File: config.mk
export PLATFORM = sky130hd
export DESIGN_NAME = wb_uart_slave
export DESIGN_NICKNAME = d
export VERILOG_FILES = /design/src/rtl/wb_uart_slave.sv
export SDC_FILE = /design/constraint.sdc
export NUM_CORES = 1
export LEC_CHECK = 0
export ABC_AREA = 0
export CAP_MARGIN = 15
export CORE_UTILIZATION = 25
export CTS_CLUSTER_DIAMETER = 120
export DETAILED_ROUTE_END_ITERATION = 12
export PLACE_DENSITY = 0.36
export SLEW_MARGIN = 40
export SYNTH_ARGS = -nofsm -noshare
export SYNTH_HDL_FRONTEND = slang
export SYNTH_SLANG_ARGS = --single-unit
File: constraint.sdc
create_clock -name clk_i -period 7.85 [get_ports clk_i]
set_input_delay 0.785 -clock clk_i [delete_from_list [all_inputs] [get_ports clk_i]]
set_output_delay 0.785 -clock clk_i [all_outputs]
set_load 0.02 [all_outputs]
File: src/rtl/wb_uart_slave.sv
// Wishbone pipelined UART slave: SETUP/STATUS/RXDATA/TXDATA registers, TX/RX byte FIFOs, 8N1 serdes.
// Ack one cycle after stb, never stalls; full TX FIFO drops writes (sticky), full RX FIFO drops bytes (overrun).

module wb_uart_fifo #(
  parameter int LGFLEN = 4
) (
  input  logic            clk_i,
  input  logic            rst_i,
  input  logic            push_vld,
  input  logic [7:0]      push_dat,
  input  logic            pop_vld,
  output logic [7:0]      head_dat,
  output logic [LGFLEN:0] cnt,
  output logic            empty,
  output logic            full
);
  localparam logic [LGFLEN:0] DEPTH = (LGFLEN+1)'(2**LGFLEN);

  logic [7:0]        mem [2**LGFLEN];
  logic [LGFLEN-1:0] wr_ptr, rd_ptr;
  logic              do_push, do_pop;

  assign empty    = (cnt == '0);
  assign full     = (cnt == DEPTH);
  assign do_pop   = pop_vld && !empty;
  // a pop frees the slot the push lands in, so push+pop at full is legal
  assign do_push  = push_vld && (!full || do_pop);
  assign head_dat = mem[rd_ptr];

  always_ff @(posedge clk_i) begin
    if (do_push) mem[wr_ptr] <= push_dat;
  end

  always_ff @(posedge clk_i) begin
    if (rst_i) begin
      wr_ptr <= '0;
      rd_ptr <= '0;
      cnt    <= '0;
    end else begin
      if (do_push) wr_ptr <= wr_ptr + 1'b1;
      if (do_pop)  rd_ptr <= rd_ptr + 1'b1;
      cnt <= cnt + (LGFLEN+1)'(do_push) - (LGFLEN+1)'(do_pop);
    end
  end
endmodule

module wb_uart_slave #(
  parameter int AW        = 2,
  parameter int DW        = 32,
  parameter int LGFLEN    = 4,
  parameter int INIT_BAUD = 868
) (
  input  logic            clk_i,
  input  logic            rst_i,
  input  logic            wb_cyc_i,
  input  logic            wb_stb_i,
  input  logic            wb_we_i,
  input  logic [AW-1:0]   wb_addr_i,
  input  logic [DW-1:0]   wb_data_i,
  input  logic [DW/8-1:0] wb_sel_i,
  output logic            wb_stall_o,
  output logic            wb_ack_o,
  output logic [DW-1:0]   wb_data_o,
  input  logic            uart_rx_i,
  output logic            uart_tx_o
);
  typedef enum logic [1:0] {S_IDLE, S_START, S_DATA, S_STOP} state_t;
  localparam logic [LGFLEN:0] DEPTH = (LGFLEN+1)'(2**LGFLEN);

  logic            req, rd_req, wr_req, rx_rd, tx_rd;
  logic [23:0]     setup, setup_wr;
  logic [DW-1:0]   rd_dat;
  logic            tx_push, tx_pop, tx_busy, tx_ovf;
  logic            rx_push, rx_ferr_set, rx_ovr, rx_ferr;
  logic [7:0]      txf_head, rxf_head;
  logic [LGFLEN:0] txf_cnt, rxf_cnt;
  logic            txf_empty, txf_full, rxf_empty, rxf_full;
  logic            unused_ok;

  assign req        = wb_cyc_i && wb_stb_i;
  assign rd_req     = req && !wb_we_i;
  assign wr_req     = req && wb_we_i;
  assign rx_rd      = rd_req && (wb_addr_i == AW'(2));
  assign tx_rd      = rd_req && (wb_addr_i == AW'(3));
  assign tx_push    = wr_req && (wb_addr_i == AW'(3)) && wb_sel_i[0];
  assign wb_stall_o = 1'b0;
  assign unused_ok  = &{1'b0, wb_sel_i[DW/8-1:3], wb_data_i[DW-1:24]};

  always_comb begin
    setup_wr = setup;
    for (int i = 0; i < 3; i++)
      if (wb_sel_i[i]) setup_wr[8*i +: 8] = wb_data_i[8*i +: 8];
  end

  always_comb begin
    rd_dat = '0;
    case (wb_addr_i)
      AW'(0): rd_dat[23:0] = setup;
      AW'(1): begin
        rd_dat[LGFLEN:0]        = rxf_cnt;
        rd_dat[8]               = rxf_empty;
        rd_dat[9]               = txf_full;
        rd_dat[10]              = tx_busy;
        rd_dat[16+LGFLEN:16]    = DEPTH - txf_cnt;
      end
      AW'(2): begin
        rd_dat[7:0] = rxf_empty ? 8'h00 : rxf_head;
        rd_dat[8]   = rxf_empty;
        rd_dat[9]   = rx_ovr;
        rd_dat[10]  = rx_ferr;
      end
      default: begin
        rd_dat[9]  = txf_full;
        rd_dat[10] = tx_busy;
        rd_dat[11] = tx_ovf;
      end
    endcase
  end

  always_ff @(posedge clk_i) begin
    if (rst_i) begin
      wb_ack_o  <= 1'b0;
      wb_data_o <= '0;
      setup     <= 24'(INIT_BAUD);
      tx_ovf    <= 1'b0;
      rx_ovr    <= 1'b0;
      rx_ferr   <= 1'b0;
    end else begin
      wb_ack_o <= req;
      if (rd_req) wb_data_o <= rd_dat;
      if (wr_req && wb_addr_i == AW'(0)) setup <= (setup_wr < 24'd4) ? 24'd4 : setup_wr;
      // sticky flags: a set in the same cycle as the clearing read wins
      if (tx_push && txf_full && !tx_pop) tx_ovf <= 1'b1;
      else if (tx_rd)                     tx_ovf <= 1'b0;
      if (rx_push && rxf_full && !rx_rd)  rx_ovr <= 1'b1;
      else if (rx_rd)                     rx_ovr <= 1'b0;
      if (rx_ferr_set)                    rx_ferr <= 1'b1;
      else if (rx_rd)                     rx_ferr <= 1'b0;
    end
  end

  // ---------------- transmitter ----------------
  state_t      tx_state, tx_state_nxt;
  logic [23:0] tx_div, tx_cnt;
  logic [2:0]  tx_bit;
  logic [7:0]  tx_sh;
  logic        tx_tick;

  wb_uart_fifo #(.LGFLEN(LGFLEN)) u_txf (
    .clk_i(clk_i), .rst_i(rst_i), .push_vld(tx_push), .push_dat(wb_data_i[7:0]),
    .pop_vld(tx_pop), .head_dat(txf_head), .cnt(txf_cnt), .empty(txf_empty), .full(txf_full)
  );

  assign tx_tick = (tx_cnt == tx_div - 24'd1);
  assign tx_busy = !txf_empty || (tx_state != S_IDLE);

  always_ff @(posedge clk_i) begin
    if (rst_i) tx_state <= S_IDLE;
    else       tx_state <= tx_state_nxt;
  end

  always_comb begin
    tx_state_nxt = tx_state;
    tx_pop       = 1'b0;
    case (tx_state)
      S_IDLE:  if (!txf_empty) begin tx_pop = 1'b1; tx_state_nxt = S_START; end
      S_START: if (tx_tick) tx_state_nxt = S_DATA;
      S_DATA:  if (tx_tick && tx_bit == 3'd7) tx_state_nxt = S_STOP;
      S_STOP:  if (tx_tick) begin
        // chain straight into the next start bit so queued frames have no idle gap
        if (!txf_empty) begin tx_pop = 1'b1; tx_state_nxt = S_START; end
        else tx_state_nxt = S_IDLE;
      end
      default: tx_state_nxt = S_IDLE;
    endcase
  end

  always_ff @(posedge clk_i) begin
    if (rst_i) begin
      uart_tx_o <= 1'b1;
      tx_div    <= 24'(INIT_BAUD);
      tx_cnt    <= '0;
      tx_bit    <= '0;
      tx_sh     <= '0;
    end else if (tx_pop) begin
      uart_tx_o <= 1'b0;
      tx_div    <= setup;
      tx_cnt    <= '0;
      tx_bit    <= '0;
      tx_sh     <= txf_head;
    end else if (tx_state != S_IDLE) begin
      if (tx_tick) begin
        tx_cnt <= '0;
        if (tx_state == S_START) uart_tx_o <= tx_sh[0];
        else if (tx_state == S_DATA) begin
          tx_sh     <= tx_sh >> 1;
          tx_bit    <= tx_bit + 1'b1;
          uart_tx_o <= (tx_bit == 3'd7) ? 1'b1 : tx_sh[1];
        end else uart_tx_o <= 1'b1;
      end else tx_cnt <= tx_cnt + 24'd1;
    end
  end

  // ---------------- receiver ----------------
  state_t      rx_state, rx_state_nxt;
  logic        rx_meta, rx_s, rx_d, rx_fall, rx_tick;
  logic [23:0] rx_div, rx_cnt;
  logic [2:0]  rx_bit;
  logic [7:0]  rx_sh;

  wb_uart_fifo #(.LGFLEN(LGFLEN)) u_rxf (
    .clk_i(clk_i), .rst_i(rst_i), .push_vld(rx_push), .push_dat(rx_sh),
    .pop_vld(rx_rd), .head_dat(rxf_head), .cnt(rxf_cnt), .empty(rxf_empty), .full(rxf_full)
  );

  assign rx_fall = rx_d && !rx_s;
  // start bit is checked half a bit in, which puts every later sample at mid-bit
  assign rx_tick = (rx_state == S_START) ? (rx_cnt == {1'b0, rx_div[23:1]} - 24'd1)
                                         : (rx_cnt == rx_div - 24'd1);

  always_ff @(posedge clk_i) begin
    if (rst_i) rx_state <= S_IDLE;
    else       rx_state <= rx_state_nxt;
  end

  always_comb begin
    rx_state_nxt = rx_state;
    rx_push      = 1'b0;
    rx_ferr_set  = 1'b0;
    case (rx_state)
      S_IDLE:  if (rx_fall) rx_state_nxt = S_START;
      S_START: if (rx_tick) rx_state_nxt = rx_s ? S_IDLE : S_DATA;
      S_DATA:  if (rx_tick && rx_bit == 3'd7) rx_state_nxt = S_STOP;
      S_STOP:  if (rx_tick) begin
        rx_state_nxt = S_IDLE;
        rx_push      = rx_s;
        rx_ferr_set  = !rx_s;
      end
      default: rx_state_nxt = S_IDLE;
    endcase
  end

  always_ff @(posedge clk_i) begin
    if (rst_i) begin
      rx_meta <= 1'b1;
      rx_s    <= 1'b1;
      rx_d    <= 1'b1;
      rx_div  <= 24'(INIT_BAUD);
      rx_cnt  <= '0;
      rx_bit  <= '0;
      rx_sh   <= '0;
    end else begin
      rx_meta <= uart_rx_i;
      rx_s    <= rx_meta;
      rx_d    <= rx_s;
      if (rx_state == S_IDLE) begin
        rx_cnt <= '0;
        rx_bit <= '0;
        if (rx_fall) rx_div <= setup;
      end else if (rx_tick) begin
        rx_cnt <= '0;
        if (rx_state == S_DATA) begin
          rx_sh  <= {rx_s, rx_sh[7:1]};
          rx_bit <= rx_bit + 1'b1;
        end
      end else rx_cnt <= rx_cnt + 24'd1;
    end
  end
endmodule
# Word-level counts from Yosys, hierarchy flattened
# Memories as Yosys holds them, arrays and structs flattened. A register that Yosys moved wholly into a read port is not among the register bits.
# Index checks and enable logic that the tools add are counted.
[word_totals]
wordCells = 184
regBits = 204
inputBits = 44
n_memories = 2
mem_bits_rw = 256
[memory_table]
columns = ["memory", "depth", "width", "read_ports", "rd_clocked_by_memory_dff", "wr", "line", "source"]
rows = [
  ["u_rxf.mem", 16, 8, 1, 1, 1, "19", "logic [7:0] mem [2**LGFLEN];"],
  ["u_txf.mem", 16, 8, 1, 1, 1, "19", ""],
]
[op_classes]
n_eq_ne = 25
add_sub_neg = 16
bitwise = 2
muxes = 58
n_reduce_logical = 54
magnitude_cmp = 1
[op_table]
columns = ["operator", "count"]
rows = [
  ["$eq A24 B24 Y1", 3],
  ["$mux W8", 9],
  ["$add A24 B1 Y24 const B", 2],
  ["$mux W24", 2],
  ["$sub A24 B1 Y24 const B", 2],
  ["$lt A24 B3 Y1 const B", 1],
  ["$sub A23 B1 Y24 const B", 1],
  ["$mux W1", 23],
  ["$mux W4", 5],
  ["$logic_and A1 B1 Y1", 19],
  ["$mux W2", 9],
  ["$ne A2 B2 Y1 const B", 9],
  ["$add A4 B1 Y4 const B", 4],
  ["$pmux W2 S4", 2],
  ["$reduce_and A4 Y1", 4],
  ["$pmux W5 S3", 1],
  ["$reduce_bool A2 Y1", 7],
  ["$eq A2 B2 Y1 const B", 6],
  ["$add A5 B1 Y5", 2],
  ["$eq A5 B5 Y1 const B", 2],
  ["$logic_not A5 Y1", 2],
  ["$pmux W5 S2", 1],
  ["$sub A5 B1 Y5", 2],
  ["$logic_not A1 Y1", 8],
  ["other kinds (15)", 30],
]

# Depth between registers and ports, before layout
[logic_depth]
depth_word = 9
ltp_mapped = 23

# By module
# Synthesis repeated with hierarchy kept, for this count alone.
[unflattened]
cells_unflattened = 1845
area_unflattened_um2 = 21438.1
[modules_own_cells]
columns = ["module", "cells_per_inst", "instances", "area_per_inst_um2"]
rows = [
  ["wb_uart_slave", 1230, 1, 9825.7],
  ["wb_uart_fifo (u_rxf)", 309, 1, 5820.6],
  ["wb_uart_fifo (u_txf)", 306, 1, 5791.8],
]

# Worst setup path after synthesis
# Ideal clock, no wire load.
[synth_path]
path_kind = "flip-flop to flip-flop"
startpoint = "register rx_state[0]"
endpoint = "register u_rxf.cnt[4]"
period_less_slack_ns = 4.656
stages_incl_launch_ff = 22
setup_slack_ns = 3.194
arrival_time_ns = 4.524
setup_time_ns = 0.132
cell_sequence = "dfxtp_1 -> nor2b_2 -> buf_4 -> buf_2 -> mux2i_1 -> ha_1 -> o2111ai_2 -> or3_1 -> or4b_1 -> nand3_1 -> nand4_1 -> or4_4 -> nor2_4 -> buf_6 -> ha_1 -> inv_1 -> fa_1 -> inv_1 -> a21oi_1 -> nor2_1 -> or3_1 -> a21oi_1"
[synth_via]
elab_chain_cells = 7
elab_cells_between_ends = 8
classes_between = "2 x add/sub; 2 x eq/ne; 3 x mux; 1 x reduce/logical"
[synth_lines]
columns = ["item", "line", "source"]
rows = [
  ["start, declared", "205", "state_t rx_state, rx_state_nxt;"],
  ["start signal, assigned", "223", "else rx_state <= rx_state_nxt;"],
  ["$eq A2 B1 Y1", "218", "assign rx_tick = (rx_state == S_START) ? (rx_cnt == {1'b0, rx_div[23:1]} - 24'd1)"],
  ["$mux W1", "218", ""],
  ["$mux W1", "234", "S_STOP: if (rx_tick) begin"],
  ["$mux W1 (*)", "230", "case (rx_state)"],
  ["$logic_and A1 B1 Y1 (*)", "27", "assign do_push = push_vld && (!full || do_pop);"],
  ["net u_rxf.do_push", "21", "logic do_push, do_pop;"],
  ["$add A5 B1 Y5 (*)", "42", "cnt <= cnt + (LGFLEN+1)'(do_push) - (LGFLEN+1)'(do_pop);"],
  ["$sub A5 B1 Y5 (*)", "42", ""],
  ["end signal, assigned", "42", ""],
  ["end, declared", "13", "output logic [LGFLEN:0] cnt,"],
]
# The timed path passes the listed nets; every way through them passes the cells marked *.
# A chain may end at the register's enable or synchronous reset.

# Worst setup path in the final report
[layout_path]
startpoint = "register rx_state[0]"
endpoint = "register u_rxf.cnt[4]"
[layout_via]
elab_chain_cells = 7
elab_cells_between_ends = 8
classes_between = "2 x add/sub; 2 x eq/ne; 3 x mux; 1 x reduce/logical"
[layout_lines]
columns = ["item", "line"]
rows = [
  ["$eq A2 B1 Y1", "218"],
  ["$mux W1", "218"],
  ["$mux W1", "234"],
  ["$mux W1 (*)", "230"],
  ["$logic_and A1 B1 Y1 (*)", "27"],
  ["$add A5 B1 Y5 (*)", "42"],
  ["$sub A5 B1 Y5 (*)", "42"],
]
# Every way passes the cells marked *; elsewhere a longest branch is shown, timed or not.

==> results.yml <==
run_status:
  outcome: "complete, no violations"
yosys:
  yosysWarnings: 0
  netlist_instances: 1924
  portion_of_the_post_synthesis_area_used_by_sequential_elements: 0.5426
  synth_async_sr_flop_share: 0
  synth_cell_type_count: 95
  register_bit_total_from_synthesis: 468
  synth_enable_flop_cells: 256
  synth_area_um2: 21990
  yosys_most_used_dff: "edfxtp_1"
  synth_area_per_cell_um2: 11.43
final_layout:
  multiInputGateArea_um2: 9384
  layout-area-overhead-vs-synth_pct: 16.32
  post_layout_nets: 2035
  layout.cells.most_common_list: "edfxtp_1 (256), dfxtp_1 (209), nand2_1 (205)"
  antennaDiodeCount: 0
  final_design_area_no_fill_um2: 25580
  drive_gt1_frac: 0.1244
  layout.area.seq_um2: 11940
  most_common_cell_after_layout_fill_and_taps_aside: "edfxtp_1"
  final_core_area_utilization: 0.2944
  final.fill_count: 8883
timing:
  timing.slew.headroom: 0.4533
  period_needed_ns: 5.338
  worst-slew-pin-transition_ns: 0.8156
  setup_viol_count_final: 0
  layout_worst_path_cycle_share: 0.6800
  timing.fmax_mhz: 187.3
  skew_ns: 0.01654
  fin_worst_hold_slack_ns: 0.4529
  tns_ns: 0
  final-hold-violation-count: 0
  grt_setup_unrepaired: "false"
  final_max_slew_viol_count: 0
critical_path:
  critical_path.n_buffers_inverters: 2
  cp-start-kind: "flop"
  crit_path_max_fanout: 17
  worst-setup-path-type: "flop to flop"
  slowest_delay_ns: 0.73
  worstPathArrival_ns: 5.82
  worst-endpoint-required_ns: 8.33
  timing.critical_path.cells: "nor2b_4, mux2i_1, ha_1, o2111ai_2, or3_1, or4b_1, nand3_1, nand4_1, or4_4, nor2_4, ha_1, inv_1, fa_1, inv_1, a21oi_1, nor2_1, or3_1, a21oi_1"
  setup.reg_to_reg.worst_slack_ns: 2.51
  kind_of_end_point_of_the_critical_path: "flop"
  timing.critical_path.max_delay_family: "simple AND/OR/NAND/NOR gates"
  crit_path_top_delay_cell: "dfxtp_1"
power:
  ir_worst_vdd_uv: 138.4
  clock_power_share: 0.421
  p_int_w: 0.004503
  seq_power_share: 0.439
  switching_power_w: 0.001668
  switching_part_of_the_total_power: 0.2703
  combPwrFrac: 0.140
  pwr_density_cell_nw_per_um2: 241.3
  pleak_nw: 8.659
drt:
  routed_wl_um: 61110
  drt_pass1_iterations: 5
  wl_per_cell_um: 19.41
  final_antenna_net_count: 0
  dr.first_iter.drc_count: 890
  vias: 14960
  detail_route.drc_violations: 0
  vias_per_cell: 4.750
clock_network:
  clock_insertion_delay_worst_skew_ns: 0.61
  worst_setup_hold_path_clk_slew_ns: 0.06
  cts_made_buffers: 57
  hold_buffers: 0
  cts-root-to-sink-buffers: 3
  cts.sinks: 468
  cts.root.buffer_cell: "clkbuf_16"
  post-cts-setup-buffer-count: 0
  htree_num_levels: 2
  cts_tree: "yes"
  cts_resized: 0
placement:
  place.detailed.hpwl_um: 42200
  buffer_ports.inserted: 60
  gpl.final_weighted_congestion: 0.8287
  dpl-instance-area_um2: 23730
global_route:
  via_count_of_the_first_global_routing_pass: 14680
  globalRouteOverflowTotal: 0
  grt_pass1_wl_um: 93890
  maximum_number_of_pins_on_one_net_before_global_route_repair: 64
  number_of_antenna_violations_at_the_first_check_in_global_routing: 1
  grt.total_usage: 0.1368
die:
  placementRows: 108
  die_outline_area_um2: 89140
  num_io_pins: 79
  design.core.area_um2: 86890
  die_h_um: 298.6
  die_width_um: 298.6
  floorplan.initialDensity: 0.2531
run:
  max_cap_check_violation_count: 0
hold_path:
  min_path_type: "flop to flop"
[per-layer routing]
metal / up-vias / wire (um) / track usage
li1: 7127 / - / -
met1: 7429 / 29810 / 0.1948
met2: 328 / 27470 / 0.2152
met3: 74 / 2724 / 0.02312
met4: 0 / 1097 / 0.03223
met5: - / 0 / 0
[cells in the mapped netlist (all sizes together), types with 7 or more instances]
library cell	n	area share
a211o	8	0.0032
a211oi	17	0.0058
a21boi	7	0.0024
a21oi	118	0.027
a221oi	8	0.0032
a22oi	7	0.0024
a31oi	22	0.0069
and3	37	0.011
and4	7	0.0028
buf	49	0.013
clkbuf	79	0.013
dfxtp	212	0.19
edfxtp	256	0.35
ha	43	0.024
inv	54	0.0092
mux2i	36	0.016
mux4	77	0.079
nand2	206	0.036
nand2b	31	0.0088
nand3	66	0.015
nand3b	19	0.0065
nand4	24	0.0074
nor2	160	0.028
nor2b	22	0.0064
nor3	53	0.014
nor4	18	0.0075
o21ai	27	0.0067
o2bb2ai	7	0.0028
or2	8	0.0023
or3	16	0.0046
or4	9	0.0034
xnor2	71	0.028
xor2	45	0.018
[worst reg2reg max path: cells and delay by family (launching register included)]
kind,cells,cell delay (ns)
muxes,1,0.28
adders and majority gates,3,0.90
buffers and inverters,2,0.13
AOI/OAI and AO/OA,3,0.38
DFF,1,0.73
and+or+nand+nor,9,2.79
[state kept, by name, summed over array words and instances, names as in the netlist, 2 cells and up, named ones only]
| register | cells |
|---|---|
| setup | 24 |
| u_txf.wr_ptr | 4 |
| tx_state | 2 |
| tx_bit | 3 |
| rx_sh | 8 |
| tx_div | 24 |
| rx_div | 24 |
| u_txf.rd_ptr | 4 |
| rx_bit | 3 |
| u_rxf.wr_ptr | 4 |
| u_txf.mem | 128 |
| tx_cnt | 24 |
| u_rxf.rd_ptr | 4 |
| u_txf.cnt | 5 |
| u_rxf.cnt | 5 |
| u_rxf.mem | 128 |
| wb_data_o | 24 |
| rx_cnt | 24 |
| tx_sh | 8 |
[stage by stage]
stage / worst slack, ns / std cells / total power [W]
5_1_grt: 2.185 / 3149 / 0.006487
6_report: 2.512 / 3149 / 0.006171
3_5_place_dp: 2.463 / 3042 / 0.003643
4_1_cts: 2.468 / 3149 / 0.006291
3_3_place_gp: 2.641 / 3042 / 0.003635
2_1_floorplan: 3.194 / 1932 / 0.003388
[power groups by stage]
stage | clock (W) | combinational (W) | sequential (W)
floorplan | 0 | 0.000656 | 0.00273
global placement | 0 | 0.000872 | 0.00276
detailed placement | 0 | 0.000880 | 0.00276
CTS | 0.00270 | 0.000882 | 0.00271
global route | 0.00279 | 0.000975 | 0.00272
finish | 0.00260 | 0.000863 | 0.00271
[cells by family after synthesis]
kind of cell,after synthesis,share of synthesized area
adder cells (fa/ha/maj),45,0.02629
other,1,0.0001705
AO/OA/AOI/OAI,290,0.08769
flip-flops,468,0.5426
buffers and inverters,182,0.03534
multiplexers,119,0.09833
XOR/XNOR,117,0.04729
AND/OR/NAND/NOR,702,0.1623
[path summary, 6_finish.rpt]
path / startpoint / cells after the start / endpoint
worst max-delay path: rx_state[0]$_SDFFE_PP0P_ / 18 / u_rxf.cnt[4]$_SDFF_PP0_
worst min-delay path: wb_data_o[23]$_SDFFE_PP0P_ / 2 / wb_data_o[23]$_SDFFE_PP0P_
worst max register to register: rx_state[0]$_SDFFE_PP0P_ / 18 / u_rxf.cnt[4]$_SDFF_PP0_
worst min register to register: wb_data_o[23]$_SDFFE_PP0P_ / 2 / wb_data_o[23]$_SDFFE_PP0P_
[cell type report]
type,count,share of cell area
Tap cell,1155,0.05650
Clock buffer,82,0.06296
Timing Repair Buffer,83,0.02994
Multi-Input combinational cell,1282,0.3669
Clock inverter,25,0.009148
Sequential cell,468,0.4666
Inverter,54,0.007925
Note: power is estimated with default switching activity, not from simulation.
